==> config.mk <==
export PLATFORM = sky130hd
export DESIGN_NAME = axi4_master_bridge_flat
export DESIGN_NICKNAME = d
export VERILOG_FILES = /design/src/rtl/ysyx_22050518_axi_pkg.sv /design/src/rtl/axi4_master_bridge_if.sv /design/src/rtl/axi4_master_bridge.sv /design/src/flat_wrapper.sv
export SDC_FILE = /design/constraint.sdc
export NUM_CORES = 1
export LEC_CHECK = 0
export BUFFER_PORTS_ARGS = -buffer_cell sky130_fd_sc_hd__buf_2
export CAP_MARGIN = 20
export CORE_AREA = 2 2 169 171
export CTS_CLUSTER_SIZE = 28
export DETAILED_ROUTE_END_ITERATION = 8
export DIE_AREA = 0 0 171 173
export GPL_TIMING_DRIVEN = 0
export HOLD_SLACK_MARGIN = 0.12
export MAX_ROUTING_LAYER = met4
export PLACE_DENSITY = 0.48
export SETUP_SLACK_MARGIN = 0.2
export SLEW_MARGIN = 15
export SYNTH_ARGS = -nofsm -noshare
export SYNTH_HDL_FRONTEND = slang
export SYNTH_SLANG_ARGS = --single-unit
export TNS_END_PERCENT = 5
==> constraint.sdc <==
create_clock -name clock -period 1.7 [get_ports clock]
set_input_delay 0.17 -clock clock [delete_from_list [all_inputs] [get_ports clock]]
set_output_delay 0.17 -clock clock [all_outputs]
set_load 0.01 [all_outputs]
==> src/rtl/ysyx_22050518_axi_pkg.sv <==
// Shared AXI4 constants and FSM state type for the core-side AXI master bridge.
package ysyx_22050518_axi_pkg;

    typedef enum logic [2:0] {
        StIdle,
        StRdAddr,
        StRdData,
        StWrReq,
        StWrResp
    } state_t;

    localparam logic [1:0] BURST_INCR  = 2'b01;

    localparam logic [1:0] RESP_OKAY   = 2'b00;
    localparam logic [1:0] RESP_EXOKAY = 2'b01;
    localparam logic [1:0] RESP_SLVERR = 2'b10;
    localparam logic [1:0] RESP_DECERR = 2'b11;

    localparam int unsigned AXI_ID_DEFAULT = 0;

    // Requests are never exclusive, so anything other than OKAY is a failure.
    function automatic logic resp_is_err(input logic [1:0] resp);
        logic w_err;
        w_err = 1'b1;
        case (resp)
            RESP_OKAY:                              w_err = 1'b0;
            RESP_EXOKAY, RESP_SLVERR, RESP_DECERR:  w_err = 1'b1;
            default:                                w_err = 1'b1;
        endcase
        return w_err;
    endfunction

endpackage

==> src/rtl/axi4_master_bridge_if.sv <==
// Single-beat AXI4 bus between the bridge (master) and the SoC responder (slave).
interface axi4_master_bridge_if #(
    parameter int unsigned ADDR_W = 32,
    parameter int unsigned DATA_W = 64,
    parameter int unsigned ID_W   = 4
) ();

    localparam int unsigned STRB_W = DATA_W / 8;

    logic              awvalid;
    logic              awready;
    logic [ADDR_W-1:0] awaddr;
    logic [ID_W-1:0]   awid;
    logic [2:0]        awsize;
    logic [7:0]        awlen;
    logic [1:0]        awburst;

    logic              wvalid;
    logic              wready;
    logic [DATA_W-1:0] wdata;
    logic [STRB_W-1:0] wstrb;
    logic              wlast;

    logic              bvalid;
    logic              bready;
    logic [ID_W-1:0]   bid;
    logic [1:0]        bresp;

    logic              arvalid;
    logic              arready;
    logic [ADDR_W-1:0] araddr;
    logic [ID_W-1:0]   arid;
    logic [2:0]        arsize;
    logic [7:0]        arlen;
    logic [1:0]        arburst;

    logic              rvalid;
    logic              rready;
    logic [ID_W-1:0]   rid;
    logic [1:0]        rresp;
    logic              rlast;
    logic [DATA_W-1:0] rdata;

    modport master (
        output awvalid, awaddr, awid, awsize, awlen, awburst,
        input  awready,
        output wvalid, wdata, wstrb, wlast,
        input  wready,
        input  bvalid, bid, bresp,
        output bready,
        output arvalid, araddr, arid, arsize, arlen, arburst,
        input  arready,
        input  rvalid, rid, rresp, rlast, rdata,
        output rready
    );

    modport slave (
        input  awvalid, awaddr, awid, awsize, awlen, awburst,
        output awready,
        input  wvalid, wdata, wstrb, wlast,
        output wready,
        output bvalid, bid, bresp,
        input  bready,
        input  arvalid, araddr, arid, arsize, arlen, arburst,
        output arready,
        output rvalid, rid, rresp, rlast, rdata,
        input  rready
    );

endinterface

==> src/rtl/axi4_master_bridge.sv <==
// Turns one outstanding core memory request into a single-beat AXI4 read or write
// and returns the result as a one-cycle response pulse.
module axi4_master_bridge
    import ysyx_22050518_axi_pkg::*;
#(
    parameter int unsigned ADDR_W = 32,
    parameter int unsigned DATA_W = 64,
    parameter int unsigned ID_W   = 4,
    parameter int unsigned AXI_ID = AXI_ID_DEFAULT
) (
    input  logic                 clock,
    input  logic                 reset,
    input  logic                 req_valid,
    output logic                 req_ready,
    input  logic                 req_we,
    input  logic [ADDR_W-1:0]    req_addr,
    input  logic [2:0]           req_size,
    input  logic [DATA_W-1:0]    req_wdata,
    input  logic [DATA_W/8-1:0]  req_wstrb,
    output logic                 rsp_valid,
    output logic [DATA_W-1:0]    rsp_rdata,
    output logic                 rsp_err,
    axi4_master_bridge_if.master io_master
);

    localparam logic [ID_W-1:0] ID_VAL = ID_W'(AXI_ID);

    state_t              r_state;
    state_t              w_state_nxt;
    logic [ADDR_W-1:0]   r_addr;
    logic [2:0]          r_size;
    logic [DATA_W-1:0]   r_wdata;
    logic [DATA_W/8-1:0] r_wstrb;
    logic [DATA_W-1:0]   r_rdata;
    logic                r_rsp_valid;
    logic                r_rsp_err;
    logic                r_aw_done;
    logic                r_w_done;

    logic w_req_ready;
    logic w_arvalid;
    logic w_rready;
    logic w_awvalid;
    logic w_wvalid;
    logic w_bready;
    logic w_aw_done_nxt;
    logic w_w_done_nxt;
    logic w_accept;
    logic w_r_hs;
    logic w_b_hs;

    always_ff @(posedge clock) begin
        if (reset) begin
            r_state <= StIdle;
        end else begin
            r_state <= w_state_nxt;
        end
    end

    always_comb begin
        w_state_nxt   = r_state;
        w_req_ready   = 1'b0;
        w_arvalid     = 1'b0;
        w_rready      = 1'b0;
        w_awvalid     = 1'b0;
        w_wvalid      = 1'b0;
        w_bready      = 1'b0;
        w_aw_done_nxt = r_aw_done;
        w_w_done_nxt  = r_w_done;
        case (r_state)
            StIdle: begin
                w_req_ready = 1'b1;
                if (req_valid) begin
                    w_state_nxt = req_we ? StWrReq : StRdAddr;
                end
            end
            StRdAddr: begin
                w_arvalid = 1'b1;
                if (io_master.arready) begin
                    w_state_nxt = StRdData;
                end
            end
            StRdData: begin
                w_rready = 1'b1;
                if (io_master.rvalid) begin
                    w_state_nxt = StIdle;
                end
            end
            StWrReq: begin
                // AW and W retire independently; leave only once both have handshaken.
                w_awvalid     = !r_aw_done;
                w_wvalid      = !r_w_done;
                w_aw_done_nxt = r_aw_done || io_master.awready;
                w_w_done_nxt  = r_w_done || io_master.wready;
                if (w_aw_done_nxt && w_w_done_nxt) begin
                    w_state_nxt = StWrResp;
                end
            end
            StWrResp: begin
                w_bready = 1'b1;
                if (io_master.bvalid) begin
                    w_state_nxt = StIdle;
                end
            end
            default: begin
                w_state_nxt = StIdle;
            end
        endcase
    end

    assign w_accept = w_req_ready && req_valid;
    assign w_r_hs   = w_rready && io_master.rvalid;
    assign w_b_hs   = w_bready && io_master.bvalid;

    always_ff @(posedge clock) begin
        if (reset) begin
            r_addr      <= '0;
            r_size      <= '0;
            r_wdata     <= '0;
            r_wstrb     <= '0;
            r_rdata     <= '0;
            r_rsp_valid <= 1'b0;
            r_rsp_err   <= 1'b0;
            r_aw_done   <= 1'b0;
            r_w_done    <= 1'b0;
        end else begin
            r_rsp_valid <= 1'b0;
            r_aw_done   <= w_aw_done_nxt;
            r_w_done    <= w_w_done_nxt;
            if (w_accept) begin
                r_addr    <= req_addr;
                r_size    <= req_size;
                r_wdata   <= req_wdata;
                r_wstrb   <= req_wstrb;
                r_aw_done <= 1'b0;
                r_w_done  <= 1'b0;
            end
            if (w_r_hs) begin
                r_rdata     <= io_master.rdata;
                r_rsp_valid <= 1'b1;
                r_rsp_err   <= resp_is_err(io_master.rresp) || (io_master.rid != ID_VAL)
                               || !io_master.rlast;
            end
            if (w_b_hs) begin
                r_rsp_valid <= 1'b1;
                r_rsp_err   <= resp_is_err(io_master.bresp) || (io_master.bid != ID_VAL);
            end
        end
    end

    assign req_ready = w_req_ready;
    assign rsp_valid = r_rsp_valid;
    assign rsp_rdata = r_rdata;
    assign rsp_err   = r_rsp_err;

    assign io_master.arvalid = w_arvalid;
    assign io_master.araddr  = r_addr;
    assign io_master.arid    = ID_VAL;
    assign io_master.arsize  = r_size;
    assign io_master.arlen   = 8'd0;
    assign io_master.arburst = BURST_INCR;
    assign io_master.rready  = w_rready;

    assign io_master.awvalid = w_awvalid;
    assign io_master.awaddr  = r_addr;
    assign io_master.awid    = ID_VAL;
    assign io_master.awsize  = r_size;
    assign io_master.awlen   = 8'd0;
    assign io_master.awburst = BURST_INCR;

    assign io_master.wvalid  = w_wvalid;
    assign io_master.wdata   = r_wdata;
    assign io_master.wstrb   = r_wstrb;
    assign io_master.wlast   = w_wvalid;

    assign io_master.bready  = w_bready;

endmodule

==> src/flat_wrapper.sv <==
// flat-port wrapper written by rule: the top's interface ports become plain ports
module axi4_master_bridge_flat import ysyx_22050518_axi_pkg::*;
#(
    parameter int unsigned ADDR_W = 32,
    parameter int unsigned DATA_W = 64,
    parameter int unsigned ID_W   = 4,
    parameter int unsigned AXI_ID = AXI_ID_DEFAULT
)
  (clock, reset, req_valid, req_ready, req_we, req_addr, req_size, req_wdata, req_wstrb, rsp_valid, rsp_rdata, rsp_err, io_master_awvalid, io_master_awaddr, io_master_awid, io_master_awsize, io_master_awlen, io_master_awburst, io_master_awready, io_master_wvalid, io_master_wdata, io_master_wstrb, io_master_wlast, io_master_wready, io_master_bvalid, io_master_bid, io_master_bresp, io_master_bready, io_master_arvalid, io_master_araddr, io_master_arid, io_master_arsize, io_master_arlen, io_master_arburst, io_master_arready, io_master_rvalid, io_master_rid, io_master_rresp, io_master_rlast, io_master_rdata, io_master_rready);
  axi4_master_bridge_if #(.ADDR_W(ADDR_W), .DATA_W(DATA_W), .ID_W(ID_W)) io_master_i ();
  input  logic clock;
  input  logic reset;
  input  logic req_valid;
  output logic req_ready;
  input  logic req_we;
  input  logic [ADDR_W-1:0] req_addr;
  input  logic [2:0] req_size;
  input  logic [DATA_W-1:0] req_wdata;
  input  logic [DATA_W/8-1:0] req_wstrb;
  output logic rsp_valid;
  output logic [DATA_W-1:0] rsp_rdata;
  output logic rsp_err;
  output wire logic [$bits(io_master_i.awvalid)-1:0] io_master_awvalid;
  output wire logic [$bits(io_master_i.awaddr)-1:0] io_master_awaddr;
  output wire logic [$bits(io_master_i.awid)-1:0] io_master_awid;
  output wire logic [$bits(io_master_i.awsize)-1:0] io_master_awsize;
  output wire logic [$bits(io_master_i.awlen)-1:0] io_master_awlen;
  output wire logic [$bits(io_master_i.awburst)-1:0] io_master_awburst;
  input wire logic [$bits(io_master_i.awready)-1:0] io_master_awready;
  output wire logic [$bits(io_master_i.wvalid)-1:0] io_master_wvalid;
  output wire logic [$bits(io_master_i.wdata)-1:0] io_master_wdata;
  output wire logic [$bits(io_master_i.wstrb)-1:0] io_master_wstrb;
  output wire logic [$bits(io_master_i.wlast)-1:0] io_master_wlast;
  input wire logic [$bits(io_master_i.wready)-1:0] io_master_wready;
  input wire logic [$bits(io_master_i.bvalid)-1:0] io_master_bvalid;
  input wire logic [$bits(io_master_i.bid)-1:0] io_master_bid;
  input wire logic [$bits(io_master_i.bresp)-1:0] io_master_bresp;
  output wire logic [$bits(io_master_i.bready)-1:0] io_master_bready;
  output wire logic [$bits(io_master_i.arvalid)-1:0] io_master_arvalid;
  output wire logic [$bits(io_master_i.araddr)-1:0] io_master_araddr;
  output wire logic [$bits(io_master_i.arid)-1:0] io_master_arid;
  output wire logic [$bits(io_master_i.arsize)-1:0] io_master_arsize;
  output wire logic [$bits(io_master_i.arlen)-1:0] io_master_arlen;
  output wire logic [$bits(io_master_i.arburst)-1:0] io_master_arburst;
  input wire logic [$bits(io_master_i.arready)-1:0] io_master_arready;
  input wire logic [$bits(io_master_i.rvalid)-1:0] io_master_rvalid;
  input wire logic [$bits(io_master_i.rid)-1:0] io_master_rid;
  input wire logic [$bits(io_master_i.rresp)-1:0] io_master_rresp;
  input wire logic [$bits(io_master_i.rlast)-1:0] io_master_rlast;
  input wire logic [$bits(io_master_i.rdata)-1:0] io_master_rdata;
  output wire logic [$bits(io_master_i.rready)-1:0] io_master_rready;
  assign io_master_awvalid = io_master_i.awvalid;
  assign io_master_awaddr = io_master_i.awaddr;
  assign io_master_awid = io_master_i.awid;
  assign io_master_awsize = io_master_i.awsize;
  assign io_master_awlen = io_master_i.awlen;
  assign io_master_awburst = io_master_i.awburst;
  assign io_master_i.awready = io_master_awready;
  assign io_master_wvalid = io_master_i.wvalid;
  assign io_master_wdata = io_master_i.wdata;
  assign io_master_wstrb = io_master_i.wstrb;
  assign io_master_wlast = io_master_i.wlast;
  assign io_master_i.wready = io_master_wready;
  assign io_master_i.bvalid = io_master_bvalid;
  assign io_master_i.bid = io_master_bid;
  assign io_master_i.bresp = io_master_bresp;
  assign io_master_bready = io_master_i.bready;
  assign io_master_arvalid = io_master_i.arvalid;
  assign io_master_araddr = io_master_i.araddr;
  assign io_master_arid = io_master_i.arid;
  assign io_master_arsize = io_master_i.arsize;
  assign io_master_arlen = io_master_i.arlen;
  assign io_master_arburst = io_master_i.arburst;
  assign io_master_i.arready = io_master_arready;
  assign io_master_i.rvalid = io_master_rvalid;
  assign io_master_i.rid = io_master_rid;
  assign io_master_i.rresp = io_master_rresp;
  assign io_master_i.rlast = io_master_rlast;
  assign io_master_i.rdata = io_master_rdata;
  assign io_master_rready = io_master_i.rready;
  axi4_master_bridge #(.ADDR_W(ADDR_W), .DATA_W(DATA_W), .ID_W(ID_W), .AXI_ID(AXI_ID)) u_core (.clock(clock), .reset(reset), .req_valid(req_valid), .req_ready(req_ready), .req_we(req_we), .req_addr(req_addr), .req_size(req_size), .req_wdata(req_wdata), .req_wstrb(req_wstrb), .rsp_valid(rsp_valid), .rsp_rdata(rsp_rdata), .rsp_err(rsp_err), .io_master(io_master_i));
endmodule
# Word level (Yosys, flattened, before mapping)
# Index checks and enable logic that the tools add are counted.
[classes]
n_addsub = 0
multipliers = 0
div = 0
order_cmp = 0
n_eq_ne = 15
n_shift = 0
mux = 23
bitwise = 0
reduce_logical = 22
[ops]
columns = ["cell", "count"]
rows = [
  ["2-to-1 mux 3 bit", 5],
  ["case mux 3 bit (5 select lines)", 1],
  ["2-to-1 mux 1 bit", 14],
  ["== test 2 bit, second input constant", 4],
  ["!= test 2 bit, second input constant", 4],
  ["nonzero test 4 bit", 2],
  ["== test 3 x 2 -> 1 bit, second input constant", 2],
  ["OR reduction 3 bit", 2],
  ["logical OR 1 bit", 5],
  ["AND reduction 5 bit", 1],
  ["== test 2 x 1 -> 1 bit, second input constant", 2],
  ["logical AND 1 bit", 4],
  ["logical NOT 2 bit", 2],
  ["case mux 1 bit (2 select lines)", 2],
  ["== test 3 x 1 -> 1 bit, second input constant", 1],
  ["== test 3 bit, second input constant", 1],
  ["logical NOT 1 bit", 3],
  ["logical NOT 3 bit", 1],
  ["2-to-1 mux 2 bit", 1],
  ["!= test 2 x 1 -> 1 bit, second input constant", 1],
  ["nonzero test 2 bit", 1],
  ["OR reduction 2 bit", 1],
]
[totals]
register_bits = 178
latch_bits = 0
ramBits = 0
mem_bits_ro = 0
inputBits = 193
output_inout_bits = 243
wordCells = 70
memories = 0

# Logic depth before layout (Yosys ltp)
[depth]
depth_word = 9
ltp_mapped = 7
ltp_nobuf = 4

# Worst setup path after synthesis
# No wires, ideal clock.
[synth_timing]
path_kind = "register -> register"
startpoint = "register u_core.r_state[1]"
endpoint = "register u_core.r_rdata[29], in the netlist u_core.rsp_rdata[29]"
setup_time_ns = 0.132
t_arrival_ns = 1.402
t_required_ns = 1.568
path_slack_ns = 0.165
path_stages_with_launch = 7
path_buffers = 2
period_less_slack_ns = 1.535
cell_sequence = "dfxtp_1 -> buf_6 -> nor3b_1 -> nand2_2 -> clkbuf_8 -> nand2_1 -> a21oi_1"
[synth_via]
elab_chain_len = 3
[synth_lines]
columns = ["item", "line_no", "text"]
rows = [
  ["start: declaration", "axi4_master_bridge.sv:28", "state_t r_state;"],
  ["start signal: assignment", "axi4_master_bridge.sv:54", "r_state <= StIdle;"],
  ["start signal: assignment", "axi4_master_bridge.sv:56", "r_state <= w_state_nxt;"],
  ["== test 3 x 2 -> 1 bit", "axi4_master_bridge.sv:70", "case (r_state)"],
  ["2-to-1 mux 1 bit", "axi4_master_bridge.sv:70", ""],
  ["named net io_master_rready", "flat_wrapper.sv:51", "output wire logic [$bits(io_master_i.rready)-1:0] io_master_rready;"],
  ["logical AND 1 bit", "axi4_master_bridge.sv:112", "assign w_r_hs = w_rready && io_master.rvalid;"],
  ["end signal: assignment", "axi4_master_bridge.sv:139", "r_rdata <= io_master.rdata;"],
  ["end: declaration", "axi4_master_bridge.sv:34", "logic [DATA_W-1:0] r_rdata;"],
]
# The timed path passes the listed nets, and every way through them passes these cells.
# A chain may end at the register's enable or synchronous reset.

# Final worst setup path
[layout_timing]
startpoint = "register u_core.r_state[1]"
endpoint = "output port io_master_wvalid"
[layout_via]
elab_chain_len = 2
[layout_lines]
columns = ["item", "line_no", "text"]
rows = [
  ["== test 3 x 2 -> 1 bit", "axi4_master_bridge.sv:70", ""],
  ["2-to-1 mux 1 bit", "axi4_master_bridge.sv:70", ""],
  ["end: declaration", "flat_wrapper.sv:30", "output wire logic [$bits(io_master_i.wvalid)-1:0] io_master_wvalid;"],
]
# Every way passes these cells.

==> metrics <==
outcome finished, final reports clean; post-DP HPWL 19900 µm; Initial Utilization 24.7%; CTS Buf Count 17; Tmin final 1570 ps; Worst Tran Pin Value 723 ps; top post-synthesis cells by count nand2_1, dfxtp_1, a21oi_1; Worst Hold Class input port to register; Post-synth EDFFs 0; cell with the most instances after synthesis nand2_1; Core Region 0.0276 mm²; critical path data arrival time 1400 ps; Final Util a little over two fifths; layout cells sized above 1 between 30% and 40%; CTS max path bufs 2; first-pass GRT wire length 40800 µm; initial antenna violation count 0; Max Slew Vio Count 0; final setup fails 0; Seq cells post-synth 178; hold_sp io_master_rid[2]; CP endpoint kind output port; drt first pass iters 4; via count 7760; reg2reg start u_core.r_state[1]; Synth warnings 0; full die area between 0.02 and 0.03 mm²; # fillers slightly below 3000; H-tree Lvls 4; GRT overflow 0; crit path kind register to output port; worst-path maximum fanout 6; share of the synthesized area in the top cell type 52.1%; Antenna diodes 0; average cell area after synthesis 8.02 µm²; vias per inst ~4.1; CP required 1530 ps; io pins 436; largest net degree at the start of global routing 17; Iter 0 DRT Violations 297; clock slew at reported path FFs 70 ps; Post-Syn Instances between 800 and 900; gpl congestion 0.801; RSZ-0062 raised after global routing yes; Worst-Skew Late Latency 430 ps; CP Launch Point u_core.r_state[1]; Synth-to-Final Area Change 74.2%; post-synth top area cell dfxtp_1; Clock Skew ~13 ps; Hold Vio Cnt, Final 0; pwr dens about 900 mW/mm²; CTS tree done; Yosys cell types 29; period utilisation layout 92.5%; clk root buf clkbuf_16; Die H 173 µm; f_max around 640 MHz; Most used DFF post-synth dfxtp_1; fin area 0.0119 mm²; Seq/Total Area, Yosys a little over half; Clock Sinks 178; Placement Rows 61; Slew headroom 51.8%; reg-to-reg slack, setup 150 ps; final net count 1679; Post-Route WL 27000 µm; top cells by area, synth dfxtp_1, nand2_1, a21oi_1; DRC 0; vias in the first global route 7432; Final ANT Viol Nets 0; PortBufs 406; per-cell routed wire length 14.4 µm; Peak VDD IR between 0.0004 and 0.0005 V; Startpoint Class register; Cell Area, Placed 0.00944 mm²; mapped cell area a little under 0.007 mm²; Die W 171 µm; Pleak 5.69 nW; maxcap violations 0; Post-synth ARST share 0%; Total GRT Usage 18.2%
==> state kept, by name, summed over array words and instances, names as in the netlist <==
register,flops
u_core.r_w_done,1
u_core.rsp_err,1
u_core.io_master.araddr,32
u_core.io_master.wdata,64
u_core.io_master.wstrb,8
u_core.io_master.arsize,3
u_core.r_aw_done,1
u_core.rsp_rdata,64
u_core.r_state,3
u_core.rsp_valid,1
==> power breakdown <==
group | switching, W | internal (W)
combinational | 0.00117 | 0.00115
sequential | 0.000170 | 0.00445
clock | 0.00180 | 0.00209
total | 0.00314 | 0.00768
==> worst max-delay path, cell delays in order, from the launching register on <==
cell      delay, ps
dfxtp_2         320
buf_6           120
nand3b_1        150
nor2_2          170
buf_4           130
buf_6            90
==> per-layer routing <==
metal	vias up	part of all wire, %	track usage [%]
met5	-	0	-
met2	254	50	30.6
li1	3910	-	-
met3	44	4.4	2.77
met1	3552	44	21.7
met4	0	2.5	6.78
==> final cells by class <==
| type | instances | area [µm²] | area share, % |
|---|---|---|---|
| Tap cell | 378 | 473 | 3.97 |
| Buffer | 121 | 888 | 7.46 |
| Multi-Input combinational cell | 576 | 2530 | 21.2 |
| Clock buffer | 19 | 443 | 3.72 |
| Timing Repair Buffer | 589 | 3870 | 32.5 |
| Clock inverter | 12 | 124 | 1.04 |
| Inverter | 3 | 11.3 | 0.0946 |
| Sequential cell | 178 | 3570 | 30.0 |
==> per-stage QoR <==
stage	setup TNS (ps)	total power, W	setup WS, ps	cells	hold slack [ps]
2_1_floorplan	0	0.00577	306	878	306
3_3_place_gp	-8730	0.00666	-207	1662	412
3_5_place_dp	-13820	0.00667	-269	1662	416
4_1_cts	0	0.0110	73.3	1875	159
5_1_grt	0	0.0114	69.5	1876	198
6_report	0	0.0108	128	1876	178
==> layout by cell type (no fill, tap or decap), types with 2 or more instances in the layout <==
| master | count |
|---|---|
| conb_1 | 28 |
| nor3_1 | 3 |
| a21oi_1 | 175 |
| inv_6 | 4 |
| buf_6 | 13 |
| buf_2 | 409 |
| dlygate4sd3_1 | 178 |
| buf_4 | 70 |
| clkinvlp_4 | 4 |
| dfxtp_4 | 2 |
| clkinv_4 | 2 |
| dfxtp_1 | 175 |
| buf_12 | 2 |
| nand2_1 | 343 |
| clkbuf_2 | 3 |
| clkbuf_1 | 27 |
| inv_1 | 3 |
| clkbuf_16 | 17 |
| clkbuf_4 | 3 |
| nor2_1 | 5 |
| clkbuf_8 | 7 |
==> final timing paths <==
check                          to  cells after the start
min reg2reg  u_core.rsp_rdata[57]                      2
max reg2reg     u_core.r_state[1]                      5
max              io_master_wvalid                      5
min                u_core.rsp_err                      4
==> kinds of logic (layout without fill, tap and decap cells) <==
| family | count (synthesis) | in the layout | share of synthesized area [%] |
|---|---|---|---|
| compound gates | 182 | 182 | 13.6 |
| buf+inv | 124 | 744 | 12.8 |
| flops | 178 | 178 | 52.1 |
| mux | 2 | 2 | 0.531 |
| other cells | 2 | 28 | 0.110 |
| simple gates | 364 | 364 | 20.9 |
==> timing repair <==
action / in CTS / in global routing
endpoints found under the setup margin: 132 / 177
pin swaps: 2 / 1
hold buffers: 178 / 0
hold endpoints to repair: 177 / 0
resized for setup: 13 / 13
buffers inserted: 4 / 1
Note: power is estimated with default switching activity, not from simulation.
